===== src/rtl/booth_multiplier_seq.sv =====
// Sequential radix-2 Booth multiplier: one Booth step per clock, full 2*WIDTH
// product, per-operation signed/unsigned selection. start/busy/done handshake
// with back-to-back issue (a start seen in the DONE cycle is accepted).
module booth_multiplier_seq #(
  parameter int WIDTH = 8
) (
  input  logic                 clk,
  input  logic                 rst,
  input  logic                 start,
  input  logic                 signed_mode,
  input  logic [WIDTH-1:0]     a,
  input  logic [WIDTH-1:0]     b,
  output logic                 busy,
  output logic                 done,
  output logic [2*WIDTH-1:0]   product
);

  localparam int CNT_W = $clog2(WIDTH + 2);

  typedef enum logic [1:0] {IDLE, RUN, DONE} state_t;

  state_t                  state_q, state_d;
  logic [CNT_W-1:0]        cnt_q, cnt_d;
  logic [2*WIDTH-1:0]      product_q, product_d;
  logic signed [WIDTH+1:0] acc_q, acc_d;
  logic signed [WIDTH+1:0] m_q, m_d;
  logic [WIDTH:0]          q_q, q_d;
  logic                    q1_q, q1_d;
  logic signed [WIDTH+1:0] acc_sum;
  logic signed [WIDTH:0]   ext_a;
  logic                    accept;
  logic                    last_step;

  // Extend an operand by one bit so unsigned values become non-negative
  // signed values and both modes share the same signed Booth datapath.
  function automatic logic signed [WIDTH:0] ext_op(input logic [WIDTH-1:0] v,
                                                   input logic sm);
    ext_op = {sm & v[WIDTH-1], v};
  endfunction

  assign accept    = start && (state_q != RUN);
  assign last_step = (state_q == RUN) && (cnt_q == CNT_W'(1));
  assign ext_a     = ext_op(a, signed_mode);

  assign busy    = (state_q == RUN);
  assign done    = (state_q == DONE);
  assign product = product_q;

  // Control: next state and iteration counter.
  always_comb begin
    state_d = state_q;
    cnt_d   = cnt_q;
    case (state_q)
      IDLE: begin
        if (start) begin
          state_d = RUN;
          cnt_d   = CNT_W'(WIDTH + 1);
        end
      end
      RUN: begin
        cnt_d = cnt_q - CNT_W'(1);
        if (cnt_q == CNT_W'(1)) state_d = DONE;
      end
      DONE: begin
        if (start) begin
          state_d = RUN;
          cnt_d   = CNT_W'(WIDTH + 1);
        end else begin
          state_d = IDLE;
        end
      end
      default: state_d = IDLE;
    endcase
  end

  // Datapath: operand load on accept, one add/subtract-and-shift per RUN cycle,
  // product captured from the shifted result of the final step.
  always_comb begin
    acc_d     = acc_q;
    q_d       = q_q;
    q1_d      = q1_q;
    m_d       = m_q;
    product_d = product_q;
    case ({q_q[0], q1_q})
      2'b01:   acc_sum = acc_q + m_q;
      2'b10:   acc_sum = acc_q - m_q;
      default: acc_sum = acc_q;
    endcase
    if (accept) begin
      acc_d = '0;
      q_d   = ext_op(b, signed_mode);
      q1_d  = 1'b0;
      m_d   = {ext_a[WIDTH], ext_a};
    end else if (state_q == RUN) begin
      acc_d = {acc_sum[WIDTH+1], acc_sum[WIDTH+1:1]};
      q_d   = {acc_sum[0], q_q[WIDTH:1]};
      q1_d  = q_q[0];
      if (last_step) product_d = {acc_d[WIDTH-2:0], q_d};
    end
  end

  // Control registers and the visible product; reset aborts any operation.
  always_ff @(posedge clk) begin
    if (rst) begin
      state_q   <= IDLE;
      cnt_q     <= '0;
      product_q <= '0;
    end else begin
      state_q   <= state_d;
      cnt_q     <= cnt_d;
      product_q <= product_d;
    end
  end

  // Working registers need no reset: they are always loaded on accept.
  always_ff @(posedge clk) begin
    acc_q <= acc_d;
    q_q   <= q_d;
    q1_q  <= q1_d;
    m_q   <= m_d;
  end

endmodule


===== config.mk =====
export PLATFORM = sky130hd
export DESIGN_NAME = booth_multiplier_seq
export DESIGN_NICKNAME = d
export VERILOG_FILES = /design/src/rtl/booth_multiplier_seq.sv
export SDC_FILE = /design/constraint.sdc
export NUM_CORES = 1
export LEC_CHECK = 0
export CAP_MARGIN = 30
export CORE_MARGIN = 10
export CORE_UTILIZATION = 45
export CTS_CLUSTER_SIZE = 10
export DETAILED_ROUTE_END_ITERATION = 8
export DONT_BUFFER_PORTS = 1
export GPL_ROUTABILITY_DRIVEN = 0
export GPL_TIMING_DRIVEN = 0
export PLACE_DENSITY = 0.58
export SLEW_MARGIN = 20
export SYNTH_ARGS = -nofsm -noshare
export SYNTH_HDL_FRONTEND = slang
export SYNTH_SLANG_ARGS = --single-unit

===== constraint.sdc =====
create_clock -name clk -period 3.3 [get_ports clk]
set_input_delay 0.66 -clock clk [delete_from_list [all_inputs] [get_ports clk]]
set_output_delay 0.66 -clock clk [all_outputs]
set_load 0.01 [all_outputs]

After elaboration in Yosys (flattened, before gate mapping)
Cells that the tools add are included.
Widths: inputs -> output; s select.
- bits of input ports: 20
- output and inout bits: 18
- bits in registers: 50
- equal/unequal tests: 9
- reductions and logical operators: 9
- bitwise logic cells: 3
- mux-type cells: 9
- add/subtract/negate cells: 3
- operators by type and width (cell ; count):
    $pmux 10 s2 ; 1
    $mux 9 ; 2
    $add 9x9->10 ; 1
    $sub 9x9->10 ; 1
    $pmux 4 s2 ; 1
    $ne 2x1->1 const B ; 3
    $pmux 2 s3 ; 1
    $eq 2x1->1 const B ; 2
    $eq 2x2->1 const B ; 2
    $eq 4x1->1 const B ; 1
    $mux 2 ; 2
    $mux 4 ; 1
    $reduce_and 2->1 ; 2
    $reduce_bool 2->1 ; 2
    $sub 4x1->4 const B ; 1
    $reduce_and 3->1 ; 1
    $and 1x1->1 ; 2
    $logic_and 1x1->1 ; 2
    $logic_not 2->1 ; 1
    $ne 2x2->1 const B ; 1
    $reduce_or 2->1 ; 1
    $mux 1 ; 1
    $not 1->1 ; 1

Depth between registers and ports, before layout
Gate-level depths: netlist of the first run.
- word-level depth: 4
- mapped depth: 12
- depth with buffers taken out: 11

Least setup slack after synthesis of the first run
No wires, ideal clock.
- kind: register to register
- from: register q_q[0]
- to: register product_q[15], in the netlist product[15]
- data required time: 3221 ps
- arrival time: 2375 ps
- setup time: 79 ps
- path slack: 845 ps
- stages on the path, launching flop included: 10
- period minus slack after synthesis: 2455 ps
- cell sequence: edfxtp_1 -> ha_1 -> clkbuf_1 -> mux2i_1 -> ha_1 -> nor2b_2 -> o2111ai_1 -> a21oi_1 -> a311o_1 -> a211oi_2
- word-level cells in the longest chain between the ends: 2
- elaborated cells on any way between the ends: 3
- RTL lines (item ; line ; RTL):
    start: declaration ; 27 ; logic [WIDTH:0] q_q, q_d;
    start signal: assignment ; 118 ; q_q <= q_d;
    $eq 2x2->1 / $eq 2x1->1 (equally long branches) ; 84 ; case ({q_q[0], q1_q})
    $pmux 10 s2 (*) ; 84 ;
    end signal: assignment ; 111 ; product_q <= product_d;
    end: declaration ; 24 ; logic [2*WIDTH-1:0] product_q, product_d;
Mark *: on every way between the ends. The rest lies on a longest branch, timed or not.
A chain may end at the register's enable or synchronous reset.

Final worst setup path of the first run
- from: register q1_q
- to: register product_q[15], in the netlist product[15]
- word-level cells in the longest chain between the ends: 2
- elaborated cells on any way between the ends: 3
- RTL lines (item ; line ; RTL):
    start: declaration ; 28 ; logic q1_q, q1_d;
    start signal: assignment ; 119 ; q1_q <= q1_d;
    $eq 2x2->1 / $eq 2x1->1 (equally long branches) ; 84 ;
    $pmux 10 s2 (*) ; 84 ;
Marks and branches as above.

==> results of run 1 <==
-- report_power, final --
part | switching [mW] | internal, mW | leakage (nW)
Sequential | 0.0686 | 0.727 | 0.438
Clock | 0.215 | 0.154 | 0.0491
Combinational | 0.378 | 0.285 | 0.554
Total | 0.661 | 1.17 | 1.04
-- cell type report --
class	instances	area share
buffer	12	0.0231
clock inverter	3	0.00861
tap	72	0.0326
clock buffer	5	0.0249
sequential	50	0.428
inverter	12	0.0163
multi-input combinational	191	0.466
-- synthesized netlist by cell type, types with 2 or more instances --
master	number
a21o_1	5
nand2b_1	3
nor2b_1	3
nand3b_1	7
mux2_2	9
nand2_1	24
buf_2	3
nand3_1	7
nor3b_1	3
a31oi_1	2
nor3_1	5
mux2i_1	7
or3_1	2
inv_1	11
a211oi_1	6
o21ai_0	9
nor2_1	28
a21oi_2	2
o21a_1	2
edfxtp_1	18
ha_1	13
clkbuf_1	5
xor2_1	2
buf_4	2
nor4_1	2
and2_1	2
xnor2_1	11
a21oi_1	21
dfxtp_1	32
-- cell usage in the layout, fill, tap and decap left out, types with 2 or more instances in the layout --
cell      Yosys  layout
a211oi_1      6       6
a21o_1        5       5
a21oi_1      21      21
a21oi_2       2       2
a31oi_1       2       2
and2_1        2       2
buf_2         3       3
buf_4         2       2
clkbuf_1      5       5
clkbuf_8      0       5
dfxtp_1      32      32
edfxtp_1     18      18
ha_1         13      13
inv_1        11      11
mux2_2        9       9
mux2i_1       7       7
nand2_1      24      24
nand2b_1      3       3
nand3_1       7       7
nand3b_1      7       7
nor2_1       28      28
nor2b_1       3       3
nor3_1        5       5
nor3b_1       3       3
nor4_1        2       2
o21a_1        2       2
o21ai_0       9       9
or3_1         2       2
xnor2_1      11      11
xor2_1        2       2
-- flip-flops by register name (all words and copies together) (netlist names) --
| signal | count |
|---|---|
| acc_q | 9 |
| cnt_q | 4 |
| m_q | 9 |
| product | 16 |
| q1_q | 1 |
| q_q | 9 |
| state_q | 2 |
-- path summary, 6_finish.rpt --
check / to / depth (start not counted) / from / slack (ps)
setup / recovery: product[15] / 10 / q1_q / 450
hold / removal: product[11] / 1 / rst / 410
setup reg to reg: product[15] / 10 / q1_q / 450
hold reg to reg: q1_q / 2 / q1_q / 490
-- per-layer routing --
metal | vias up | global-route usage
met5 | - | 0
met4 | 0 | 0.0258
met3 | 2 | 0.0526
met2 | 48 | 0.190
met1 | 832 | 0.170
li1 | 955 | -
-- per-stage QoR --
| stage | power (mW) | utilization |
|---|---|---|
| finish | 1.83 | 0.498 |
| global route | 1.97 | 0.498 |
| CTS | 1.84 | 0.498 |
| detailed placement | 1.47 | 0.481 |
| global placement | 1.46 | 0.481 |
| floorplan | 1.32 | - |
-- critical path: cells and delay by family (launching register included) --
family	cells	cell delay (ps)
buf+inv	2	430
mux	1	370
simple gates	1	160
flops	1	310
compound gates	4	1080
fa+ha+maj	2	440
-- logic make-up after synthesis --
family / Yosys count
and+or+nand+nor: 91
AOI/OAI and AO/OA: 57
DFF: 50
buffers and inverters: 24
muxes: 16
adders and majority gates: 14
xor gates and xnor gates: 13
==> results by group, run 1 <==
Synth
  – Simple logic cell fraction of the synthesized area: 0.175
  – Post-Synth Adder-Cell Area: 0.0709
  – Post-synth EDFFs: 18
  – Cell Area, Synth: 2580 µm²
  – Largest family of logic cells by synthesized area: simple AND/OR/NAND/NOR gates
  – Synth Flop Type: dfxtp_1
  – Post-Synth XOR/XNOR Area: 0.0442
  – Share of the yosys chip area belonging to registers: 0.458
  – Top post-synthesis cells by area: dfxtp_1, edfxtp_1, ha_1
  – Asr flop ratio synth: 0
  – #FFs+latches synth: 50
  – Syn_nets: 299
  – Synth area leader: dfxtp_1
  – Proportion of synthesized area in mux cells: 0.0665
  – Synth Area per Inst: 9.73 µm²
  – Post-synth top area share: 0.249
  – Synth unique cells: 48
  – Complex-gate fraction of the synthesized area: 0.143
  – Gate Count Post-Synth: 265
  – Synth warn: 0

Clock tree
  – CTS Buf Count: 5
  – CTS resizes: 0
  – CTS Buffer Depth: 2
  – Cts hold-fix bufs: 0
  – Clock Latency Late Sink: 300 ps
  – CTS clk-pin slew, worst paths: 100 ps
  – H-Tree Depth: 2
  – Post-CTS setup buffer count: 0
  – CTS Sinks: 50
  – CTS Root Cell: clkbuf_8
  – CTS tree: done

Power
  – Leak: 1.04 nW
  – Cell area power density: 662 nW/µm²
  – Peak VDD IR: 0.356 mV

STA
  – Slew Limit Headroom: 0.639
  – F_max: 351 MHz
  – Setup_tns: 0 ps
  – Count of pins over their slew limit: 0
  – Clock skew: 8.52 ps
  – Tcrit/Tclk final: 0.864
  – Slew @ Worst Pin: 542 ps
  – RSZ-0062 raised after global routing: no
  – Final setup fails: 0
  – Hold slack final: 414 ps
  – Final worst slack: 448 ps
  – Final hold vios: 0
  – Min Tclk post-route: 2850 ps

Die
  – Top Ports: 38
  – Chip width: 95.7 µm
  – Die area: 9150 µm²
  – Core box area: 5540 µm²
  – Initial Utilization: 0.465
  – Placement row count: 27
  – Die Ht: 95.7 µm

GRT
  – Number of global-route vias before repair: 1824
  – Largest net degree at the start of global routing: 19
  – GRT Total Usage: 0.128
  – First-pass GRT wire length: 9.26 mm
  – Total grt overflow: 0
  – Initial antenna violation count: 0

Critical path
  – Most frequent CP cell: ha_1
  – CP endpoint kind: flop
  – Crit Path Class: flop to flop
  – Crit path required time: 3530 ps
  – CP peak stage delay: 420 ps
  – Slowest CP cell: a311o_1
  – Startpoint Class: flop
  – Worst-path fanout max: 10
  – Crit-path cells: inv_1, ha_1, clkbuf_1, mux2i_1, ha_1, nor2b_2, o2111ai_1, a21oi_1, a311o_1, a211oi_2
  – Data arrival, critical path: 3080 ps

Final layout
  – Layout net count: 306
  – FILL cells: 552
  – Sequential standard cell area: 1180 µm²
  – Footprint of the multi-input gates: 1290 µm²
  – Area delta synth->final: 7.09%
  – Final instance area: 2760 µm²
  – Diode count: 0
  – Layout cell share with drive strength beyond 1: 0.121
  – Fin cells: 345

Routing
  – Routed vias/inst: 5.32
  – Vias: 1837
  – Top layer in use: met4
  – Metal-1 WL: 2.65 mm
  – Initial DRC count: 63
  – DR WL/cell: 16.1 µm
  – Pre-antenna DRT Iters: 4
  – Drt drc: 0
  – WL met2: 2.39 mm
  – Met3 WL post-DR: 504 µm
  – Routed WL: 5.57 mm
  – Routed Antenna Nets: 0

Placed design
  – HPWL after DPL: 4.36 mm
  – Worst slack, placed: 477 ps
  – Post-Place Cells: 337
  – Placement Cell Area: 2670 µm²
  – PortBufs: 0

Run status
  – Status: finished, final reports clean

Min path
  – HP Class: input port to flop

Job
  – Max-Cap Viols: 0
Power figures use the tool's default switching activity.
==> run 2, diff against run 1 <==
--- a/config.mk
+++ b/config.mk
@@ -6,7 +6,6 @@
 export NUM_CORES = 1
 export LEC_CHECK = 0
 export CAP_MARGIN = 30
-export CORE_MARGIN = 10
 export CORE_UTILIZATION = 45
 export CTS_CLUSTER_SIZE = 10
 export DETAILED_ROUTE_END_ITERATION = 8
==> run 2 against run 1 <==
  * Register-to-register slack about the same
  * Maximum frequency up 0.32%
  * Flip-flop and latch count unchanged
  * Utilization rose by 0.56 points
  * Routed wire length decreased by 3.8%
  * Final cell count is the same
  * Total power rose by 1.5%
  * Critical path depth unchanged
  * Critical path type unchanged
  * First-iteration DRC count grew 94%
==> results by group, run 2 (synthesized netlist as in run 1, its figures left out) <==
Run status
  – Status: finished, final reports clean (unchanged)

STA
  – Final hold vios: 0 (unchanged)
  – Final setup fails: 0 (unchanged)
  – Slew Limit Headroom: 0.633 (was 0.639)
  – Tcrit/Tclk final: 0.862 (was 0.864)
  – Setup_tns: 0 ps (unchanged)
  – Clock skew: 9.98 ps (was 8.52 ps)
  – RSZ-0062 raised after global routing: no (unchanged)
  – Hold slack final: 416 ps (was 414 ps)
  – Count of pins over their slew limit: 0 (unchanged)
  – Slew @ Worst Pin: 550 ps (was 542 ps)
  – Min Tclk post-route: 2840 ps (was 2850 ps)
  – Final worst slack: 457 ps (was 448 ps)
  – F_max: 352 MHz (was 351 MHz)

Clock tree
  – Post-CTS setup buffer count: 0 (unchanged)
  – Clock Latency Late Sink: 300 ps (about the same)
  – CTS resizes: 0 (unchanged)
  – CTS Buffer Depth: 2 (unchanged)
  – Cts hold-fix bufs: 0 (unchanged)
  – CTS tree: done (unchanged)
  – CTS Buf Count: 5 (unchanged)
  – CTS Sinks: 50 (unchanged)
  – CTS Root Cell: clkbuf_8 (unchanged)
  – CTS clk-pin slew, worst paths: 100 ps (about the same)
  – H-Tree Depth: 2 (unchanged)

Min path
  – HP Class: input port to flop (unchanged)

Routing
  – Pre-antenna DRT Iters: 4 (unchanged)
  – Routed Antenna Nets: 0 (unchanged)
  – Initial DRC count: 122 (was 63)
  – Routed WL: 5.36 mm (was 5.57 mm)
  – DR WL/cell: 15.5 µm (was 16.1 µm)
  – Vias: 1844 (was 1837)
  – Drt drc: 0 (unchanged)
  – Routed vias/inst: 5.34 (was 5.32)

Critical path
  – Most frequent CP cell: ha_1 (unchanged)
  – Crit Path Class: flop to flop (unchanged)
  – Crit-path cells: inv_1, ha_1, clkbuf_1, mux2i_1, ha_1, nor2b_2, o2111ai_1, a21oi_1, a311o_1, a211oi_2 (unchanged)
  – CP endpoint kind: flop (unchanged)
  – Slowest CP cell: a311o_1 (unchanged)
  – Startpoint Class: flop (unchanged)
  – Crit path required time: 3530 ps (about the same)
  – Worst-path fanout max: 10 (unchanged)
  – Data arrival, critical path: 3080 ps (about the same)
  – CP Buf/Inv Count: 2 (unchanged)
  – CP delay by family, top: compound AO/OA/AOI/OAI gates (unchanged)
  – CP peak stage delay: 420 ps (about the same)

Final layout
  – Core Util, Final: 0.504 (was 0.498)
  – Area delta synth->final: 7.62% (was 7.09%)
  – Commonest non-fill, non-tap cell in the layout: dfxtp_1 (unchanged)
  – Sequential standard cell area: 1180 µm² (unchanged)
  – FILL cells: 518 (was 552)
  – Footprint of the multi-input gates: 1290 µm² (unchanged)
  – Layout net count: 306 (unchanged)
  – Final instance area: 2770 µm² (was 2760 µm²)
  – Layout cell share with drive strength beyond 1: 0.117 (was 0.121)
  – Most frequent cells in the layout: dfxtp_1, nor2_1, nand2_1 (unchanged)
  – Max reg flops: 16 (unchanged)
  – Diode count: 0 (unchanged)

Die
  – Die Ht: 77.7 µm (was 95.7 µm)
  – Chip width: 77.7 µm (was 95.7 µm)
  – Core box area: 5510 µm² (was 5540 µm²)
  – Die area: 6030 µm² (was 9150 µm²)
  – Initial Utilization: 0.468 (was 0.465)
  – Top Ports: 38 (unchanged)
  – Placement row count: 27 (unchanged)

Power
  – Internal power: 1.21 mW (was 1.17 mW)
  – Sw Ratio: 0.349 (was 0.362)
  – Sequential share of power: 0.429 (was 0.435)
  – Cell area power density: 669 nW/µm² (was 662 nW/µm²)
  – Clock Power Share: 0.218 (was 0.202)
  – Peak VDD IR: 0.310 mV (was 0.356 mV)
  – Leak: 1.05 nW (was 1.04 nW)
  – P_sw: 0.647 mW (was 0.661 mW)
  – Comb pwr share: 0.353 (was 0.363)

GRT
  – Busiest grt layer: met2 (unchanged)
  – M1 GR Usage: 0.264 (was 0.170)
  – Largest net degree at the start of global routing: 19 (unchanged)
  – Met2 GRT Util: 0.285 (was 0.190)
  – First-pass GRT wire length: 8.69 mm (was 9.26 mm)
  – Number of global-route vias before repair: 1689 (was 1824)
  – GRT Total Usage: 0.188 (was 0.128)
  – Routing usage on met3: 0.0365 (was 0.0526)
  – Total grt overflow: 0 (unchanged)
  – Initial antenna violation count: 0 (unchanged)

Placed design
  – PortBufs: 0 (unchanged)
  – HPWL after DPL: 3.97 mm (was 4.36 mm)
  – Worst slack, placed: 493 ps (was 477 ps)
  – Placement Cell Area: 2670 µm² (unchanged)

Job
  – Max-Cap Viols: 0 (unchanged)
[run 2: changes by cell type in the layout (fill, tap and decap cells not counted)]
| cell | before | now |
|---|---|---|
| inv_4 | 1 | 0 |
| clkbuf_16 | 0 | 1 |
| clkbuf_1 | 5 | 6 |
| inv_6 | 1 | 0 |
[run 2: final timing paths]
path / cells past startpoint / start / slack [ps] / to
worst min register to register: 2 / q_q[0] / 490 / q1_q
worst max-delay path: 10 / q1_q / 460 / product[15]
worst max register to register: 10 / q1_q / 460 / product[15]
worst min-delay path: 1 / rst / 420 / product[9]
[run 2: per-stage QoR]
step                      std cells  power, mW
after floorplan                 265       1.32
after global placement          337       1.46
after detailed placement        337       1.46
after CTS                       345       1.87
after global routing            345       1.99
final                           345       1.86
[run 2: power groups by stage]
stage | clock network (mW) | logic, mW | registers (mW)
2_1_floorplan | 0 | 0.534 | 0.788
3_3_place_gp | 0 | 0.647 | 0.809
3_5_place_dp | 0 | 0.653 | 0.809
4_1_cts | 0.412 | 0.658 | 0.796
5_1_grt | 0.442 | 0.743 | 0.808
6_report | 0.405 | 0.654 | 0.796
[run 2: per-layer routing]
layer	up-vias	wire [µm]
met1	843	2610
met5	-	0
li1	953	-
met4	0	74
met2	40	2400
met3	8	269
[run 2: cell type report]
cell class,instances,share of cell area
tap,72,0.0325
buffer,12,0.0230
clock inverter,1,0.00316
inverter,12,0.0162
clock buffer,7,0.0352
multi-input combinational,191,0.464
sequential,50,0.426
[run 2: worst register-to-register path, cell delays in order (launching register included)]
cell,delay [ps]
dfxtp_1,310
inv_1,60
ha_1,170
clkbuf_1,350
mux2i_1,390
ha_1,290
nor2b_2,150
o2111ai_1,260
a21oi_1,130
a311o_1,420
a211oi_2,220
==> RTL edit (settings of run 2) <==
The parameter `WIDTH` goes from 8 to 4.
--- a/src/rtl/booth_multiplier_seq.sv
+++ b/src/rtl/booth_multiplier_seq.sv
@@ -2,7 +2,7 @@
 // product, per-operation signed/unsigned selection. start/busy/done handshake
 // with back-to-back issue (a start seen in the DONE cycle is accepted).
 module booth_multiplier_seq #(
-  parameter int WIDTH = 8
+  parameter int WIDTH = 4
 ) (
   input  logic                 clk,
   input  logic                 rst,
Interface: changed (resized a, b and product); port bits go from 38 to 22. No check against the original RTL was run, so the function may have changed too.
==> RTL edit against run 2 <==
- wire length fell by 53%
- setup slack improved by 0.29 ns
- core utilization grew 0.90 points
- global-route usage is 2.1 points lower
- sequential share of layout area up 0.91 points
- cell area shrank 44%
- synthesized area down 43%
- sequential cell count fell by 21
- total power shrank 49%
- via count down 44%
==> RTL edit: results (changes against run 2) <==
status completed; Post-synth EDFFs 10 (-8); H-tree depth 2 (unchanged); R2R Setup Slk 0.74 ns (+0.29 ns); DP HPWL 1964 um (-51%); Slew HR 70.51% (+7.2 points); largest cells by area after synthesis dfxtp_1 26%, edfxtp_1 21%, ha_1 7.7%, nand2_1 5.1%, a21oi_1 4.5%; Async S/R FF share, synth 0% (unchanged); routed vias 1029 (-44%); crit-path max FO 4 (-6); first-pass GRT wire length 4140 um (-52%); clock root buffer clkbuf_4; port buffer count 0 (unchanged); layout cells sized above 1 10.00% (-1.7 points); CTS-repair resized insts 0 (unchanged); Initial DRC Count 16 (-87%); Post-DP Area 1514 um^2 (-43%); worst reg-to-reg path cell count 9 (-1); pin count of the biggest net entering global routing 11 (-8); Worst Hold Class in -> reg; max FFs per register 8 (-8); Worst-Skew Late Latency 0.32 ns (+0.02 ns); sink of the worst hold path product[7]; number of global-route vias before repair 925 (-45%); drt wl/cell 12.38 um (-20%); all-layer global routing usage 16.71% (-2.1 points); Post-Syn Nets 174 (-42%); most frequent cells after synthesis 20 x nand2_1, 19 x dfxtp_1, 13 x a21oi_1; reg-to-reg endpoint product[7]; Pleak 0.6256 nW (-40%); fin nets 181 (-41%); Distinct cells, synth 38 (-21%); Critical R2R Launch m_q[0]; sequential area share after synthesis 46.66% (+0.83 points); peak supply drop 0.2927 mV (-5.6%); Fin Clk Skew 0.006738 ns (-0.003241 ns); CP Data Arrival Time 2.79 ns (-0.29 ns); ys flop type dfxtp_1
[RTL edit: area by class of cell]
cell class / count / area (um^2)
Inverter: 10 / 37.54
Buffer: 5 / 20.02
Clock buffer: 6 / 41.29
Multi-Input combinational cell: 108 / 720.7
Tap cell: 44 / 55.05
Sequential cell: 29 / 680.7
Clock inverter: 2 / 10.01
Fill cell: 311 / 1488
[RTL edit: worst max-delay path by stage]
| stage | startpoint | end | slack [ns] |
|---|---|---|---|
| 2_1_floorplan | m_q[0] | acc_q[4] | 1.01 |
| 3_3_place_gp | m_q[0] | acc_q[4] | 0.81 |
| 3_5_place_dp | m_q[0] | product[7] | 0.75 |
| 4_1_cts | m_q[0] | product[7] | 0.71 |
| 5_1_grt | m_q[0] | product[7] | 0.54 |
| 6_report | m_q[0] | product[7] | 0.74 |
[RTL edit: metrics by stage]
stage	hold slack (ns)	total power [mW]	instances	setup slack (ns)
6_report	0.3989	0.9379	204	0.7448
5_1_grt	0.3739	1.009	204	0.5375
4_1_cts	0.3807	0.9508	204	0.7106
3_5_place_dp	0.4716	0.7469	196	0.7480
3_3_place_gp	0.4649	0.7396	196	0.8085
2_1_floorplan	0.4439	0.6886	152	1.005
[RTL edit: kinds of logic (layout without fill, tap and decap cells)]
family          Yosys count  in the layout  share of synthesized area (%)
buf+inv                  15             23                          3.945
simple gates             51             51                          16.98
fa+ha+maj                10             10                          9.091
xor+xnor                  6              6                          3.602
flops                    29             29                          46.66
compound gates           32             32                          13.21
mux                       9              9                          6.518
[RTL edit: critical path, stage by stage, from the launching register on]
cell and delay (ns):
edfxtp_1 0.42, inv_1 0.06, ha_1 0.29, mux2i_1 0.30
ha_1 0.29, nor2b_1 0.14, o21a_1 0.18, o21ai_0 0.14
or3b_1 0.41, a311oi_1 0.25
[RTL edit: power breakdown]
group | switching (mW) | total [mW] | internal (mW)
logic | 0.152 | 0.282 | 0.130
clock network | 0.119 | 0.200 | 0.0809
registers | 0.0367 | 0.455 | 0.419
[RTL edit: metal layers]
metal,part of all wire [%],vias up,global-route usage (%),routed length [um]
li1,-,541,-,-
met1,50,462,21.25,1264
met2,42,20,24.19,1068
met3,5.4,6,7.253,137
met4,2.1,0,8.163,54
met5,0,-,0,0
